[src/rtl/uart_tx_serializer.sv]
// -----------------------------------------------------------------------------
// uart_tx_serializer
//
// Purpose:
//   UART transmit serializer that sits directly after the CPU/UART interface
//   FSM. It waits for the level-held request, then emits one frame. A frame is
//   one start bit (low), NBIT_DATA_LEN data bits LSB first, and a stop period
//   (high). Bit timing comes from the shared oversampling baud strobe. Each
//   completed frame produces a single-cycle done pulse.
//
//   The data byte is captured at the end of the start bit, not when the
//   request arrives. The interface presents data_out one clock after it raises
//   tx_start, so sampling later keeps the frame from carrying a stale byte.
//
// Parameters:
//   NBIT_DATA_LEN  data bits per frame
//   OVERSAMPLE     s_tick pulses per start/data bit
//   SB_TICK        s_tick pulses in the stop period (16 = 1, 24 = 1.5, 32 = 2)
//
// Ports:
//   clk           in   system clock, rising edge
//   reset         in   synchronous, active-high; wins over every other input
//   s_tick        in   baud oversample strobe, one clk wide
//   tx_start      in   level request to send; may stay high across frames
//   din           in   byte to send, sampled at the end of the start bit
//   tx_done_tick  out  one-clk pulse when a frame is complete
//   tx_busy       out  high in every state except IDLE
//   tx            out  registered serial line, idles high
// -----------------------------------------------------------------------------
module uart_tx_serializer #(
  parameter int NBIT_DATA_LEN = 8,
  parameter int OVERSAMPLE    = 16,
  parameter int SB_TICK       = 16
) (
  input  logic                     clk,
  input  logic                     reset,
  input  logic                     s_tick,
  input  logic                     tx_start,
  input  logic [NBIT_DATA_LEN-1:0] din,
  output logic                     tx_done_tick,
  output logic                     tx_busy,
  output logic                     tx
);

  // The tick counter must hold the longer of a data-bit period and the stop
  // period. Both counters are cleared explicitly at every phase boundary and
  // never rely on wrapping.
  localparam int TICK_MAX = (OVERSAMPLE > SB_TICK) ? OVERSAMPLE : SB_TICK;
  localparam int TICK_W   = (TICK_MAX > 1) ? $clog2(TICK_MAX) : 1;
  localparam int BIT_W    = (NBIT_DATA_LEN > 1) ? $clog2(NBIT_DATA_LEN) : 1;

  localparam logic [TICK_W-1:0] C_OS_LAST  = TICK_W'(OVERSAMPLE - 1);
  localparam logic [TICK_W-1:0] C_SB_LAST  = TICK_W'(SB_TICK - 1);
  localparam logic [BIT_W-1:0]  C_BIT_LAST = BIT_W'(NBIT_DATA_LEN - 1);
  localparam logic [TICK_W-1:0] C_TICK_ONE = TICK_W'(1);
  localparam logic [BIT_W-1:0]  C_BIT_ONE  = BIT_W'(1);

  typedef enum logic [2:0] {
    S_IDLE,
    S_START,
    S_DATA,
    S_STOP,
    S_DONE
  } state_t;

  state_t                   r_state;
  logic [TICK_W-1:0]        r_tick_cnt;
  logic [BIT_W-1:0]         r_bit_cnt;
  logic [NBIT_DATA_LEN-1:0] r_shift;
  logic                     r_tx;
  logic                     r_done;
  logic                     r_busy;

  // Decoded counter boundaries and the shift register's next value.
  logic                     w_os_last;
  logic                     w_sb_last;
  logic                     w_bit_last;
  logic [NBIT_DATA_LEN-1:0] w_shift_next;

  assign w_os_last    = (r_tick_cnt == C_OS_LAST);
  assign w_sb_last    = (r_tick_cnt == C_SB_LAST);
  assign w_bit_last   = (r_bit_cnt == C_BIT_LAST);
  assign w_shift_next = r_shift >> 1;

  // Single-process FSM. tx, tx_busy and tx_done_tick are registered here, so
  // each one is set on the transition into the state that owns its value.
  always_ff @(posedge clk) begin
    if (reset) begin
      // NOTE: non-blocking assignments throughout, so every register in this
      // block sees the pre-edge value of every other register.
      r_state    <= S_IDLE;
      r_tick_cnt <= '0;
      r_bit_cnt  <= '0;
      r_shift    <= '0;
      r_tx       <= 1'b1;
      r_done     <= 1'b0;
      r_busy     <= 1'b0;
    end else begin
      // NOTE: the done pulse gets a default first. Only the end of the stop
      // period overrides it, so it can never last more than one clock.
      r_done <= 1'b0;

      case (r_state)
        // Leaving IDLE does not need s_tick, so the start bit begins on the
        // clock after the request is seen.
        S_IDLE: begin
          r_tx <= 1'b1;
          if (tx_start) begin
            r_state    <= S_START;
            r_tick_cnt <= '0;
            r_bit_cnt  <= '0;
            r_tx       <= 1'b0;
            r_busy     <= 1'b1;
          end
        end

        // Capture din on the last tick of the start bit. The first data bit
        // goes out straight from din so tx stays a pure register.
        S_START: begin
          if (s_tick) begin
            if (w_os_last) begin
              r_state    <= S_DATA;
              r_tick_cnt <= '0;
              r_bit_cnt  <= '0;
              r_shift    <= din;
              r_tx       <= din[0];
            end else begin
              r_tick_cnt <= r_tick_cnt + C_TICK_ONE;
            end
          end
        end

        // Each bit lasts OVERSAMPLE ticks. On a bit boundary, the next value
        // of tx is the bit that is about to land in position 0.
        S_DATA: begin
          if (s_tick) begin
            if (w_os_last) begin
              r_tick_cnt <= '0;
              r_shift    <= w_shift_next;
              if (w_bit_last) begin
                r_state   <= S_STOP;
                r_bit_cnt <= '0;
                r_tx      <= 1'b1;
              end else begin
                r_bit_cnt <= r_bit_cnt + C_BIT_ONE;
                r_tx      <= w_shift_next[0];
              end
            end else begin
              r_tick_cnt <= r_tick_cnt + C_TICK_ONE;
            end
          end
        end

        // The stop period length is set independently, which gives 1, 1.5 or
        // 2 stop bits.
        S_STOP: begin
          r_tx <= 1'b1;
          if (s_tick) begin
            if (w_sb_last) begin
              r_state    <= S_DONE;
              r_tick_cnt <= '0;
              r_done     <= 1'b1;
            end else begin
              r_tick_cnt <= r_tick_cnt + C_TICK_ONE;
            end
          end
        end

        // This state always lasts exactly one clock and ignores tx_start.
        // The gap gives the upstream edge detector time to drop or keep the
        // request before IDLE samples it again.
        S_DONE: begin
          r_state <= S_IDLE;
          r_tx    <= 1'b1;
          r_busy  <= 1'b0;
        end

        // NOTE: the default arm sends any unused state encoding back to IDLE
        // with the line released.
        default: begin
          r_state    <= S_IDLE;
          r_tick_cnt <= '0;
          r_bit_cnt  <= '0;
          r_tx       <= 1'b1;
          r_busy     <= 1'b0;
        end
      endcase
    end
  end

  assign tx           = r_tx;
  assign tx_busy      = r_busy;
  assign tx_done_tick = r_done;

endmodule
[config.mk]
export PLATFORM = sky130hd
export DESIGN_NAME = uart_tx_serializer
export DESIGN_NICKNAME = d
export VERILOG_FILES = /design/src/rtl/uart_tx_serializer.sv
export SDC_FILE = /design/constraint.sdc
export NUM_CORES = 1
export LEC_CHECK = 0
export BUFFER_PORTS_ARGS = -buffer_cell sky130_fd_sc_hd__buf_2
export CORE_ASPECT_RATIO = 1.75
export CORE_MARGIN = 4
export CORE_UTILIZATION = 40
export DETAILED_ROUTE_END_ITERATION = 8
export HOLD_SLACK_MARGIN = 0.15
export PLACE_DENSITY = 0.55
export SLEW_MARGIN = 20
export SYNTH_ARGS = -nofsm -noshare
export SYNTH_HDL_FRONTEND = slang
export SYNTH_SLANG_ARGS = --single-unit
[constraint.sdc]
create_clock -name clk -period 2 [get_ports clk]
set_input_delay 0.1 -clock clk [delete_from_list [all_inputs] [get_ports clk]]
set_output_delay 0.1 -clock clk [all_outputs]
set_load 0.02 [all_outputs]
==> reports/results.txt <==
Status = finished, final reports clean
Family with the most delay on the worst path = compound AO/OA/AOI/OAI gates
Final Setup Violations = 0
Startpoint types = flop
Commonest register cell after synthesis = dfxtp_1
NumNets Final = 144
Post-synthesis mux area share = 8.03%
Clk_lat worst skew = 260 ps
Vias = 856
Cells after Synth = 112
Die Width = 48.0 um
Clk_skew = 1.39 ps
Iteration-0 DRC Markers = 5
Post-synth top area cell = dfxtp_1
Core area = 2690 um^2
Drt pass-1 iters = 4
LEAKAGE = 0.461 nW
Fraction of layout cells with a size suffix above 1 = 30.5%
MaxCap Viol Count = 0
Worst-path clk slew = 70 ps
Syn Area/Cell = 10.0 um^2
Simple-Gate Fraction of Synth Area = 25.8%
Crit-path max FO = 5
Layout Utilization = 47.3%
Largest net degree at the start of global routing = 21
Max Freq = 583 MHz
Initial antenna violation count = 0
Design Area, Final = 1270 um^2
Async S/R FF share, synth = 0%
Clock Sinks = 20
Ys Warns = 0
RSZ-0062 raised after global routing = false
Post_cts resized = 0
Worst vdd ir = 0.469 mV
TritonCTS buffer count = 3
DP Area = 1210 um^2
Compound-Gate Fraction of Synth Area = 20.3%
Post-synth top area share = 35.7%
Worst Slack Setup Final = 285 ps
CP Buf/Inv Count = 0
H-tree depth = 1
Final Critical Period = 1710 ps
Number of cell rows = 25
Routed Antenna Nets = 0
Yosys cell types = 39
Root Buffer = clkbuf_8
Routed wire per std cell = 14.0 um
Fin. Hold Viols = 0
Via count of the first global-routing pass = 829
Top cell by count, worst path = ha_1
Xor and xnor area share after synthesis = 2.23%
Area grow syn2layout = 13.4%
First-pass GRT wire length = 3690 um
Via density = 5.52
Kind of critical path = reg2reg
Critical-path top delay cell = a221oi_2
Count leader, synth = dfxtp_1
EDFF count, synth = 0
GR Util All Layers = 13.5%
Largest stage delay, worst path = 370 ps
Die Ht = 78.1 um
Final HPWL from detailed placement = 1650 um
Starting Density = 41.7%
Commonest cells in the synthesized netlist = 20 x dfxtp_1, 10 x nor2_1, 9 x mux2i_1
Worst Hold Depth = 3
Dpl ws = 312 ps
ANT cells = 0
Drt drc = 0
Req. time, crit path = 2190 ps
Max Buffers Root-to-Sink = 2
Worst Hold Class = in2reg
Final GP Congestion = 0.773
Critical path cell sequence = ha_1 -> ha_1 -> a21o_2 -> a221oi_2 -> o21ai_0 -> a21oi_1
Main area contributors after synthesis = dfxtp_1 36%, mux2i_1 8.0%, a211oi_2 3.3%
I/O pin total = 15
CTS tree = built
Critical path depth in cells = 6
Port buffer count = 14
Post-Synthesis Cell Area = 1120 um^2
Worst-case reg-to-reg path depth = 6
Critical path endpoint category = flop
Actual slew at the worst max-slew pin = 673 ps
Setup TNS = 0 ps
Largest family of logic cells by synthesized area = simple AND/OR/NAND/NOR gates
Synthesized flop and latch total = 20
Slew Limit Fails = 0
Die ar. = 3750 um^2
Fin crit share = 85.7%
Gr ovfl total = 0
Routed WL = 2170 um
Pwr Density = 1090 nW/um^2
Critical Path AT = 1900 ps
Slew HR = 55.1%
Seq/Total Area, Yosys = 35.7%
Post-Syn Nets = 127
Synth Area in Adders = 3.34%
[layout make-up]
| type | count | area [um^2] |
|---|---|---|
| fill | 258 | 1420 |
| clock buffer | 4 | 55.1 |
| inverter | 1 | 3.75 |
| sequential | 20 | 400 |
| timing repair buffer | 19 | 110 |
| multi-input combinational | 84 | 669 |
| tap | 27 | 33.8 |
[repair_timing]
action                                 4_1_cts  5_1_grt
endpoints found under the hold margin        1        0
buffers inserted                             0        0
hold buffers                                 1        0
[placed cells by master, fill, tap and decap left out, types with 2 or more instances in the layout]
cell and instances:
dfxtp_1 20, buf_2 14, nor2_1 10, mux2i_1 9, nand2_1 6, a21oi_1 6
o21ai_0 6, nand2b_1 4, clkbuf_8 4, buf_4 4, a211oi_2 3, a211oi_1 3
ha_1 3, nor3b_2 2, nor4b_1 2, nor2b_1 2, nor2_2 2, or4_1 2
nand3b_1 2, nor3_1 2, nand3_1 2, nor4_1 2
[layer usage]
layer / track usage [%] / vias up / routed length, um
met3: 2.75 / 4 / 95
met2: 22.8 / 16 / 1130
met1: 15.0 / 390 / 897
met4: 6.47 / 0 / 40
li1: - / 446 / -
met5: 0 / - / 0
[flip-flops by register name, indices dropped and copies added, names as in the netlist]
register and cells:
r_bit_cnt 3, r_shift 7, r_state 3, r_tick_cnt 4, tx 1, tx_busy 1, tx_done_tick 1
[worst min-delay path, stage by stage]
cell      delay (ps)
buf_2            100
mux2i_1          120
a211oi_1          80
[logic make-up after synthesis]
logic type / count (synthesis)
DFF: 20
muxes: 9
xor gates and xnor gates: 2
buffers and inverters: 8
and+or+nand+nor: 44
AOI/OAI and AO/OA: 26
adders and majority gates: 3
[report_power, final]
group	internal [mW]	switching, mW
Clock	0.175	0.132
Sequential	0.438	0.0447
Combinational	0.272	0.328
Total	0.886	0.505
[path summary, 6_finish.rpt]
kind | start | end | slack [ps]
worst max-delay path | r_bit_cnt[0]$_SDFFE_PP0P_ | r_state[1]$_SDFFE_PP0P_ | 290
worst min-delay path | din[4] | r_shift[4]$_SDFFE_PP0P_ | 180
worst max register to register | r_bit_cnt[0]$_SDFFE_PP0P_ | r_state[1]$_SDFFE_PP0P_ | 290
worst min register to register | r_shift[7]$_SDFFE_PP0P_ | r_shift[7]$_SDFFE_PP0P_ | 470
[stage by stage]
step | total power, mW | hold slack (ps) | cells
floorplan | 0.989 | 266 | 112
global placement | 1.09 | 391 | 150
detailed placement | 1.09 | 397 | 150
CTS | 1.41 | 178 | 155
global route | 1.48 | 178 | 155
finish | 1.39 | 181 | 155
Power figures use the tool's default switching activity.
